===== config.mk =====
export PLATFORM = sky130hd
export DESIGN_NAME = ir_cam_sequencer
export DESIGN_NICKNAME = d
export VERILOG_FILES = /design/src/rtl/ir_cam_sequencer.sv
export SDC_FILE = /design/constraint.sdc
export NUM_CORES = 1
export LEC_CHECK = 0
export CAP_MARGIN = 20
export CORE_AREA = 2 2 123 125
export DETAILED_ROUTE_END_ITERATION = 8
export DIE_AREA = 0 0 125 127
export GPL_ROUTABILITY_DRIVEN = 1
export PLACE_DENSITY = 0.9
export SYNTH_ARGS = -nofsm -noshare
export SYNTH_HDL_FRONTEND = slang
export SYNTH_SLANG_ARGS = --single-unit

===== constraint.sdc =====
create_clock -name clk -period 5.9 [get_ports clk]
set_input_delay 1.475 -clock clk [delete_from_list [all_inputs] [get_ports clk]]
set_output_delay 1.475 -clock clk [all_outputs]
set_load 0.005 [all_outputs]

===== src/rtl/ir_cam_sequencer.sv =====
// IR tracking camera sequencer: owns the shared i2c_master, runs camera
// reset, table-driven init, then a pointer/read/decode/poll loop.
module ir_cam_sequencer #(
  parameter logic [6:0]  CAM_ADDR       = 7'h58,
  parameter int unsigned RST_CYCLES     = 1000,
  parameter int unsigned BOOT_CYCLES    = 100000,
  parameter int unsigned POLL_CYCLES    = 200000,
  parameter int unsigned TIMEOUT_CYCLES = 65535
) (
  input  logic         clk,
  input  logic         reset,
  input  logic         start,
  input  logic         i2c_ready,
  input  logic [127:0] i2c_data_out,
  output logic         i2c_start,
  output logic [6:0]   i2c_addr,
  output logic [127:0] i2c_data,
  output logic [4:0]   i2c_packets,
  output logic         i2c_rw,
  output logic         cam_reset,
  output logic [10:0]  x,
  output logic [10:0]  y,
  output logic [3:0]   blob_size,
  output logic         blob_valid,
  output logic         frame_strobe,
  output logic         init_done,
  output logic [7:0]   err_count
);

  typedef enum logic [3:0] {
    S_IDLE,
    S_CAM_RST,
    S_BOOT,
    S_CFG_START,
    S_CFG_BUSY,
    S_PTR_START,
    S_PTR_BUSY,
    S_RD_START,
    S_RD_BUSY,
    S_DECODE,
    S_POLL
  } state_e;

  localparam logic [31:0] RST_LAST  = 32'(RST_CYCLES - 1);
  localparam logic [31:0] BOOT_LAST = 32'(BOOT_CYCLES - 1);
  localparam logic [31:0] POLL_LAST = 32'(POLL_CYCLES - 1);
  localparam logic [31:0] WD_LIMIT  = 32'(TIMEOUT_CYCLES);

  function automatic logic [15:0] cfg_word(input logic [2:0] idx);
    logic [15:0] w;
    case (idx)
      3'd0:    w = 16'h3001;
      3'd1:    w = 16'h3008;
      3'd2:    w = 16'h0690;
      3'd3:    w = 16'h08C0;
      3'd4:    w = 16'h1A40;
      3'd5:    w = 16'h3333;
      default: w = 16'h0000;
    endcase
    return w;
  endfunction

  state_e         state_q, state_d;
  logic [2:0]     idx_q, idx_d;
  logic [31:0]    cnt_q, cnt_d;
  logic [127:0]   data_q, data_d;
  logic [4:0]     pkts_q, pkts_d;
  logic           rw_q, rw_d;
  logic [9:0]     x_q, x_d;
  logic [9:0]     y_q, y_d;
  logic [3:0]     size_q, size_d;
  logic           valid_q, valid_d;
  logic           strobe_q, strobe_d;
  logic           init_q, init_d;
  logic [7:0]     err_q, err_d;

  logic           is_start;
  logic           is_busy;
  logic           wd_fire;
  logic [7:0]     b1, b2, b3;

  assign is_start = (state_q == S_CFG_START) ||
                    (state_q == S_PTR_START) ||
                    (state_q == S_RD_START);
  assign is_busy  = (state_q == S_CFG_BUSY) ||
                    (state_q == S_PTR_BUSY) ||
                    (state_q == S_RD_BUSY);
  assign wd_fire  = (is_start || is_busy) && (cnt_q >= WD_LIMIT);

  assign b1 = i2c_data_out[15:8];
  assign b2 = i2c_data_out[23:16];
  assign b3 = i2c_data_out[31:24];

  always_comb begin
    state_d  = state_q;
    idx_d    = idx_q;
    data_d   = data_q;
    pkts_d   = pkts_q;
    rw_d     = rw_q;
    x_d      = x_q;
    y_d      = y_q;
    size_d   = size_q;
    valid_d  = valid_q;
    strobe_d = 1'b0;
    init_d   = init_q;
    err_d    = err_q;

    unique case (state_q)
      S_IDLE: begin
        if (start && i2c_ready) state_d = S_CAM_RST;
      end
      S_CAM_RST: begin
        if (!start)                 state_d = S_IDLE;
        else if (cnt_q >= RST_LAST) state_d = S_BOOT;
      end
      S_BOOT: begin
        if (!start) begin
          state_d = S_IDLE;
        end else if (cnt_q >= BOOT_LAST && i2c_ready) begin
          state_d = S_CFG_START;
          idx_d   = 3'd0;
        end
      end
      S_CFG_START: begin
        if (!i2c_ready) state_d = S_CFG_BUSY;
      end
      S_CFG_BUSY: begin
        if (i2c_ready) begin
          if (idx_q == 3'd5) begin
            init_d  = 1'b1;
            state_d = start ? S_PTR_START : S_IDLE;
          end else begin
            idx_d   = idx_q + 3'd1;
            state_d = start ? S_CFG_START : S_IDLE;
          end
        end
      end
      S_PTR_START: begin
        if (!i2c_ready) state_d = S_PTR_BUSY;
      end
      S_PTR_BUSY: begin
        if (i2c_ready) state_d = start ? S_RD_START : S_IDLE;
      end
      S_RD_START: begin
        if (!i2c_ready) state_d = S_RD_BUSY;
      end
      S_RD_BUSY: begin
        // a finished read is always decoded, even if start has dropped
        if (i2c_ready) state_d = S_DECODE;
      end
      S_DECODE: begin
        x_d      = {b3[5:4], b1};
        y_d      = {b3[7:6], b2};
        size_d   = b3[3:0];
        valid_d  = !((b1 == 8'hFF) && (b2 == 8'hFF) && (b3 == 8'hFF));
        strobe_d = 1'b1;
        state_d  = start ? S_POLL : S_IDLE;
      end
      S_POLL: begin
        if (!start) begin
          state_d = S_IDLE;
        end else if (cnt_q >= POLL_LAST && i2c_ready) begin
          state_d = S_PTR_START;
        end
      end
      default: state_d = S_IDLE;
    endcase

    // completion wins; the watchdog only aborts a state that would stay put
    if (wd_fire && (state_d == state_q)) begin
      state_d = S_CAM_RST;
      err_d   = (err_q == 8'hFF) ? err_q : err_q + 8'd1;
    end

    if ((state_d == S_CAM_RST) && (state_q != S_CAM_RST)) init_d = 1'b0;

    if (state_d != state_q) begin
      unique case (state_d)
        S_CFG_START: begin
          data_d = {112'd0, cfg_word(idx_d)};
          pkts_d = 5'd2;
          rw_d   = 1'b0;
        end
        S_PTR_START: begin
          data_d = {120'd0, 8'h36};
          pkts_d = 5'd1;
          rw_d   = 1'b0;
        end
        S_RD_START: begin
          data_d = 128'd0;
          pkts_d = 5'd16;
          rw_d   = 1'b1;
        end
        default: ;
      endcase
    end
  end

  always_comb begin
    cnt_d = '0;
    if ((state_d == state_q) && (state_q != S_IDLE)) begin
      cnt_d = (cnt_q == '1) ? cnt_q : cnt_q + 32'd1;
    end
  end

  always_ff @(posedge clk or negedge reset) begin
    if (!reset) begin
      state_q  <= S_IDLE;
      idx_q    <= '0;
      cnt_q    <= '0;
      data_q   <= '0;
      pkts_q   <= '0;
      rw_q     <= 1'b0;
      x_q      <= '0;
      y_q      <= '0;
      size_q   <= '0;
      valid_q  <= 1'b0;
      strobe_q <= 1'b0;
      init_q   <= 1'b0;
      err_q    <= '0;
    end else begin
      state_q  <= state_d;
      idx_q    <= idx_d;
      cnt_q    <= cnt_d;
      data_q   <= data_d;
      pkts_q   <= pkts_d;
      rw_q     <= rw_d;
      x_q      <= x_d;
      y_q      <= y_d;
      size_q   <= size_d;
      valid_q  <= valid_d;
      strobe_q <= strobe_d;
      init_q   <= init_d;
      err_q    <= err_d;
    end
  end

  assign i2c_start    = is_start && !wd_fire;
  assign i2c_addr     = CAM_ADDR;
  assign i2c_data     = data_q;
  assign i2c_packets  = pkts_q;
  assign i2c_rw       = rw_q;
  assign cam_reset    = (state_q != S_CAM_RST);
  assign x            = {1'b0, x_q};
  assign y            = {1'b0, y_q};
  assign blob_size    = size_q;
  assign blob_valid   = valid_q;
  assign frame_strobe = strobe_q;
  assign init_done    = init_q;
  assign err_count    = err_q;

endmodule


After elaboration in Yosys (flattened, before gate mapping). Index checks and enable logic that the tools add are counted.

Add/sub/neg operators: 3. Div/mod/pow operators: 0. Reduce and logical (&&, ||, !) cells: 30. $lt $le $gt $ge: 4. Shift operators: 0. Equal/unequal tests: 30. Multipliers: 0. Bitwise gates (word level): 1. Muxes and demuxes: 36.

Operator list (count): 128-bit case mux with 3 select lines (1); 14-bit case mux with 6 select lines (1); 32-bit two-way mux (2); 4-bit two-way mux (15); 4-bit case mux with 11 select lines (1); 32-bit by 1-bit adder with 32-bit output, second input constant (1); 32-bit equality test, second input constant (1); 8-bit equality test, second input constant (4); 32-bit by 10-bit greater-or-equal comparator with 1-bit output, second input constant (1); 32-bit by 16-bit greater-or-equal comparator with 1-bit output, second input constant (1); 32-bit by 17-bit greater-or-equal comparator with 1-bit output, second input constant (1); 32-bit by 18-bit greater-or-equal comparator with 1-bit output, second input constant (1); 4-bit by 3-bit equality test with 1-bit output, second input constant (6); 3-bit two-way mux (7); 5-bit case mux with 3 select lines (1); 4-bit by 2-bit equality test with 1-bit output, second input constant (3); 4-bit equality test, second input constant (3); 1-bit logical AND (10); 3-bit equality test, second input constant (3); 8-bit by 1-bit adder with 8-bit output, second input constant (1); 4-bit by 1-bit equality test with 1-bit output, second input constant (2); 4-bit equality test (2); 2-bit nonzero test (4); 3-bit by 2-bit equality test with 1-bit output, second input constant (2); other kinds (19) (30).

Latch bits: 0. Register bits: 208. Memory bits (read-only): 0. Output and inout port bits: 180. Memories kept: 0. Memory bits (writable): 0.

Longest topological paths before layout.
Depth after elaboration: 12. Depth in mapped cells: 11. Depth with buffers taken out: 10.

Least setup slack after synthesis. Ideal clock, no wire load.

Kind: input to register. From: in i2c_ready. To: reg data_q[10], in the netlist i2c_data[10]. Arrival time: 3.706 ns. Path slack: 2.067 ns. Cell stages on the path: 10. Cells stage by stage: buf_2 nand3b_1 a2111o_1 o22a_1 o21ai_2 or2_2 o21ai_2 a311oi_4 buf_6 mux2_1.

Longest elaborated chain between the ends: 10. Elaborated cells on any way between the ends: 36. Those cells by class: eq/ne: 10; mux: 19; reduce/logical: 7.

Ends and longest elaborated chain: from (decl) (line 13) `input logic i2c_ready,`; 1-bit logical AND, on equally long branches (line 162, 119); 4-bit two-way mux, on equally long branches (line 162, 119); 4-bit two-way mux, on equally long branches (line 160, 117); 4-bit case mux with 11 select lines (line 108) `unique case (state_q)`; 4-bit equality test (line 170) `if (wd_fire && (state_d == state_q)) begin`; 1-bit logical AND (line 170); 4-bit two-way mux (line 170); 4-bit by 2-bit equality test with 1-bit output / 4-bit by 3-bit equality test with 1-bit output (equally long branches) (line 178) `unique case (state_d)`; 3-bit nonzero test (no line); 2-bit AND reduction (no line); to (signal assigned) (line 225) `data_q <= data_d;`; to (decl) (line 66) `logic [127:0] data_q, data_d;`.

Parallel ways exist; a longest one is shown, timed or not. The select of a mux whose other input is x is not followed. A chain may end at the register's enable or synchronous reset.

Worst setup path in the final report.
From: in i2c_ready. To: reg data_q[8], in the netlist i2c_data[8].

Same word-level chain as after synthesis.

==> results.sh <==
export IMPL_vias=4254
export IMPL_finalWorstSetupSlack_ns=1.267
export IMPL_p_leak_nw=2.895
export IMPL_hold_class="reg -> reg"
export IMPL_max_freq_mhz=215.8
export IMPL_min_period_over_period=0.7853
export IMPL_yosys_warnings=0
export IMPL_final_common_cell="conb_1"
export IMPL_fp_dieH_um=127
export IMPL_setup_viol=0
export IMPL_grt_ovfl_total=0
export IMPL_required_ns=6.11
export IMPL_gp_congestion=0.8731
export IMPL_clockRootBuffer="clkbuf_16"
export IMPL_reg2reg_depth=8
export IMPL_finalCriticalPeriod_ns=4.633
export IMPL_nets=813
export IMPL_syn2layout_area_growth_pct=12.51
export IMPL_path_depth=9
export IMPL_grt_usage=0.1461
export IMPL_fp_dieW_um=125
export IMPL_io_buffers=82
export IMPL_wire_per_inst_um=13.81
export IMPL_ff2ff_setup_slack_ns=2.40
export IMPL_core_area_um2=14420
export IMPL_start_util=0.3994
export IMPL_syn_avg_cell_area_um2=9.490
export IMPL_cap_violations=0
export IMPL_fin_area_um2=6481
export IMPL_dieArea_um2=15880
export IMPL_cts_buffer_depth=2
export IMPL_drv_slew=0
export IMPL_timing_rr_start="state_q[2]"
export IMPL_tns_ns=0
export IMPL_syn_inst=607
export IMPL_rr_endpoint="i2c_data[8]"
export IMPL_seqCellArea_um2=2227
export IMPL_crit_start="i2c_ready"
export IMPL_routed_wirelength_um=11900
export IMPL_power_mw=1.345
export IMPL_crit_slowest_cell="a311oi_4"
export IMPL_ys_seq_area_frac=0.3866
export IMPL_critical_path_most_common_cell="o21ai_2"
export IMPL_max_stage_delay_ns=0.82
export IMPL_clk_pin_slew_ns=0.06
export IMPL_cellPowerDensity_nw_per_um2=207.6
export IMPL_end_kind="register"
export IMPL_io_pins=312
export IMPL_fillers=1361
export IMPL_final_cell_mix="conb_1 (125), dfrtp_1 (89), clkdlybuf4s50_1 (81)"
export IMPL_path_delay_family="compound AO/OA/AOI/OAI gates"
export IMPL_rows=44
export IMPL_path_buf_inv=1
export IMPL_viasPerCell=4.935
export IMPL_clock_skew_ns=0.008045
export IMPL_grt_pass1_vias=3938
export IMPL_ctsHoldBuffers=0
export IMPL_antenna_found_initial=0
export IMPL_worstPathMaxFanout=15
export IMPL_cp_cell_sequence="clkdlybuf4s50_1 > nand3b_1 > a2111o_1 > o22a_1 > o21ai_2 > or2_2 > o21ai_2 > a311oi_4 > mux2_1"
export IMPL_async_flop_share=1.000
export IMPL_rsz0062_at_grt="false"
export IMPL_ys_flop_type="dfrtp_1"
export IMPL_multi_input_area_um2=2878
export IMPL_cts_buffers=9
export IMPL_ys_ff_latch=89
export IMPL_irDropWorstVdd_v=0.0001680
export IMPL_drc_errors=0
export IMPL_grt_max_degree=50
export IMPL_hpwl_um=8674
export IMPL_critPathKind="in -> reg"
export IMPL_finalCoreUtilization=0.4493
export IMPL_tightest_slew_ns=0.8902
export IMPL_cts_tree="done"
export IMPL_drive_gt1_frac=0.09882
export IMPL_finalHoldViolCount=0
export IMPL_status="completed"
export IMPL_place_area_um2=6232
export IMPL_clkSinkCount=89
export IMPL_ctsHtreeMaxLevel=3
export IMPL_grt_pass1_wl_um=19150
export IMPL_cp_arrival_ns=4.84
export IMPL_relSlewSlack=0.4012
export IMPL_syn_area_um2=5761
export IMPL_ant_nets=0
export IMPL_cts_setup_buffers=0
export IMPL_crit_end="i2c_data[8]"
export IMPL_num_antenna_cells=0
export IMPL_drtIter0Drc=430
export IMPL_cts_resized=0
export IMPL_post_place_ws_ns=0.9718
export IMPL_crit_path_start_kind="input port"
export IMPL_clock_latency_ns=0.34
export IMPL_first_pass_iters=5
export IMPL_synth_edf_count=0
export IMPL_synth_cell_type_count=70
==> kinds of logic (layout without fill, tap and decap cells) <==
family | count (synthesis) | count (layout) | synth area share
compound gates | 67 | 67 | 0.09166
xor+xnor | 36 | 36 | 0.05473
fa+ha+maj | 5 | 5 | 0.01086
buf+inv | 165 | 113 | 0.1940
flops | 89 | 89 | 0.3866
mux | 43 | 43 | 0.08297
other cells | 2 | 125 | 0.001304
simple gates | 200 | 200 | 0.1779
==> where the power goes <==
group          switching, mW  internal (mW)  leakage, nW  total [mW]
combinational         0.0875         0.0920         1.56       0.179
clock                  0.224          0.276        0.127       0.500
sequential            0.0266          0.639         1.20       0.666
total                  0.338           1.01         2.89        1.35
==> Yosys cell counts (3+ instances only) <==
cell / n / area [um2]
buf_4: 128 / 960.9
dfrtp_1: 89 / 2227
nor2_1: 64 / 240.2
mux2_2: 30 / 337.8
nand2_1: 29 / 108.9
nand4_1: 20 / 125.1
xor2_1: 19 / 166.4
nor3_1: 18 / 90.09
xnor2_1: 17 / 148.9
nand3_1: 16 / 80.08
inv_1: 15 / 56.30
a21oi_1: 10 / 50.05
clkbuf_1: 10 / 37.54
nor4_1: 10 / 62.56
o21ai_0: 10 / 50.05
and2_1: 8 / 50.05
mux2_1: 8 / 90.09
and3_1: 7 / 43.79
buf_2: 7 / 35.03
a211oi_1: 5 / 37.54
and4_1: 5 / 43.79
ha_1: 5 / 62.56
mux2i_1: 5 / 50.05
a31oi_1: 4 / 25.02
o21ai_2: 4 / 35.03
or2_2: 4 / 25.02
or3_1: 4 / 25.02
a21o_1: 3 / 22.52
buf_1: 3 / 11.26
o31ai_1: 3 / 22.52
==> per-stage QoR <==
step,instances,hold WS [ns]
after floorplan,730,0.4828
after global placement,849,0.4690
after detailed placement,849,0.4765
after CTS,862,0.4902
after global routing,862,0.4998
final,862,0.4860
==> worst min-delay path by stage <==
stage	slack [ns]	startpoint	endpoint	cells past startpoint
after floorplan	0.48	i2c_data[10]	i2c_data[10]	1
after global placement	0.47	i2c_data[10]	i2c_data[10]	1
after detailed placement	0.48	i2c_data[9]	i2c_data[9]	1
after CTS	0.49	i2c_data[9]	i2c_data[9]	1
after global routing	0.50	i2c_data[9]	i2c_data[9]	1
final	0.49	i2c_data[9]	i2c_data[9]	1
==> registers in the layout, summed over array words and instances (netlist names), 2 cells and up <==
register	cells
blob_size	4
y_q	10
cnt_q	32
i2c_packets	2
idx_q	3
err_count	8
x_q	10
state_q	4
i2c_data	12
==> area by class of cell <==
type / instances / area share
inverters: 15 / 0.008687
flip-flops and latches: 89 / 0.3436
clock buffers: 9 / 0.03475
well taps: 184 / 0.03552
multi-input cells: 476 / 0.4440
clock inverters: 4 / 0.003668
repair buffers: 85 / 0.1297
==> layer usage <==
| layer | up-vias | global-route usage | share of wire |
|---|---|---|---|
| li1 | 1990 | - | - |
| met2 | 209 | 0.2315 | 0.48 |
| met5 | - | 0 | 0 |
| met1 | 2036 | 0.1885 | 0.41 |
| met3 | 19 | 0.04188 | 0.090 |
| met4 | 0 | 0.06144 | 0.015 |
Note: power is estimated with default switching activity, not from simulation.
==> variant (config.mk and constraints unchanged) <==
Put one more register stage on the output `err_count`. The value now appears one clock later. The other outputs are not delayed to match.
--- a/src/rtl/ir_cam_sequencer.sv
+++ b/src/rtl/ir_cam_sequencer.sv
@@ -247,7 +247,9 @@
   assign blob_valid   = valid_q;
   assign frame_strobe = strobe_q;
   assign init_done    = init_q;
-  assign err_count    = err_q;
+  always_ff @(posedge clk) begin
+    err_count <= err_q;
+  end
 
 endmodule
 
Behaviour: same outputs for any inputs over 10 cycles, from zero or initial values and one cycle with reset low; that may be too few to reach the edited logic, so the function may still have changed.
==> variant against the original RTL <==
Synthesized area is 2.2% higher; worst setup slack better by 0.094 ns; sequential cell count is 8 higher; power is 24% higher; cell area is 2.8% higher; synthesized cell count is 1.8% higher; sequential power is 15% higher; first-iteration DRC count is 25% lower; global-route usage is 0.31 points higher; clock power is 18% higher; routed wire length is 0.68% higher; combinational power is 78% higher; critical path type unchanged; critical endpoint is now i2c_data[5]$_DFFE_PN0P_; largest power group unchanged; highest routed layer unchanged.
==> variant: results (changes against the original RTL) <==
| Metric | Value |
|---|---|
| Filler cells | `1336 (-1.8%)` |
| Nonclk inv count | `11 (-4)` |
| Seq/Total Area, Yosys | `0.406 (+0.0190)` |
| Leakage | `2.96 nW (+2.3%)` |
| Vias per cell | `4.98 (+0.83%)` |
| Slowest-stage cell, CP | `clkdlybuf4s50_1` |
| Internal power | `1.22 mW (+21%)` |
| Comb group | `0.318 mW (+78%)` |
| Worst hold margin | `0.414 ns (-0.0722 ns)` |
| Status | `finished, final reports clean` |
| Cells after Synth | `618 (+1.8%)` |
| Min-Delay Endpoint | `err_count[1]$_DFF_P_` |
| Hold_sp | `err_q[1]$_DFFE_PN0P_` |
| Syn_area_per_cell | `9.52 µm² (+0.35%)` |
| Yosys cell types | `68 (-2.9%)` |
| Clock-cell share | `0.0445 (+0.00609)` |
| Total global-route track usage | `0.149 (+0.00312)` |
| Synth top cells by count | `128 x buf_4, 89 x dfrtp_1, 61 x nor2_1` |
| Post-place setup slack | `1.09 ns (+0.117 ns)` |
| Seq. cell area | `2390 µm² (+7.2%)` |
| GP Congestion | `0.945 (+8.2%)` |
| Fin nets | `822 (+1.1%)` |
| Max stage delay on crit path | `0.73 ns (-0.09 ns)` |
| Wirelength per Cell | `13.7 µm (-0.70%)` |
| Clk_buf instances | `11 (+2)` |
[variant: critical path: cells and delay by family]
| family | cells | cell delay (ns) |
|---|---|---|
| AND/OR/NAND/NOR | 3 | 1.07 |
| multiplexers | 1 | 0.38 |
| AO/OA/AOI/OAI | 2 | 0.87 |
| buffers and inverters | 2 | 0.95 |
[variant: logic make-up (layout without fill, tap and decap cells)]
group | after synthesis | after routing | synth area share
flip-flops | 97 | 97 | 0.406
adder cells (fa/ha/maj) | 5 | 5 | 0.0106
other | 2 | 125 | 0.00128
AND/OR/NAND/NOR | 207 | 207 | 0.181
XOR/XNOR | 38 | 38 | 0.0565
AO/OA/AOI/OAI | 75 | 75 | 0.0999
multiplexers | 30 | 30 | 0.0572
buffers and inverters | 164 | 113 | 0.188
[variant: metal layers]
layer | GRT usage | share of wire | vias up
li1 | - | - | 2049
met1 | 0.202 | 0.44 | 2095
met2 | 0.231 | 0.47 | 194
met3 | 0.0436 | 0.083 | 11
met4 | 0.0484 | 0.0083 | 0
met5 | 0 | 0 | -
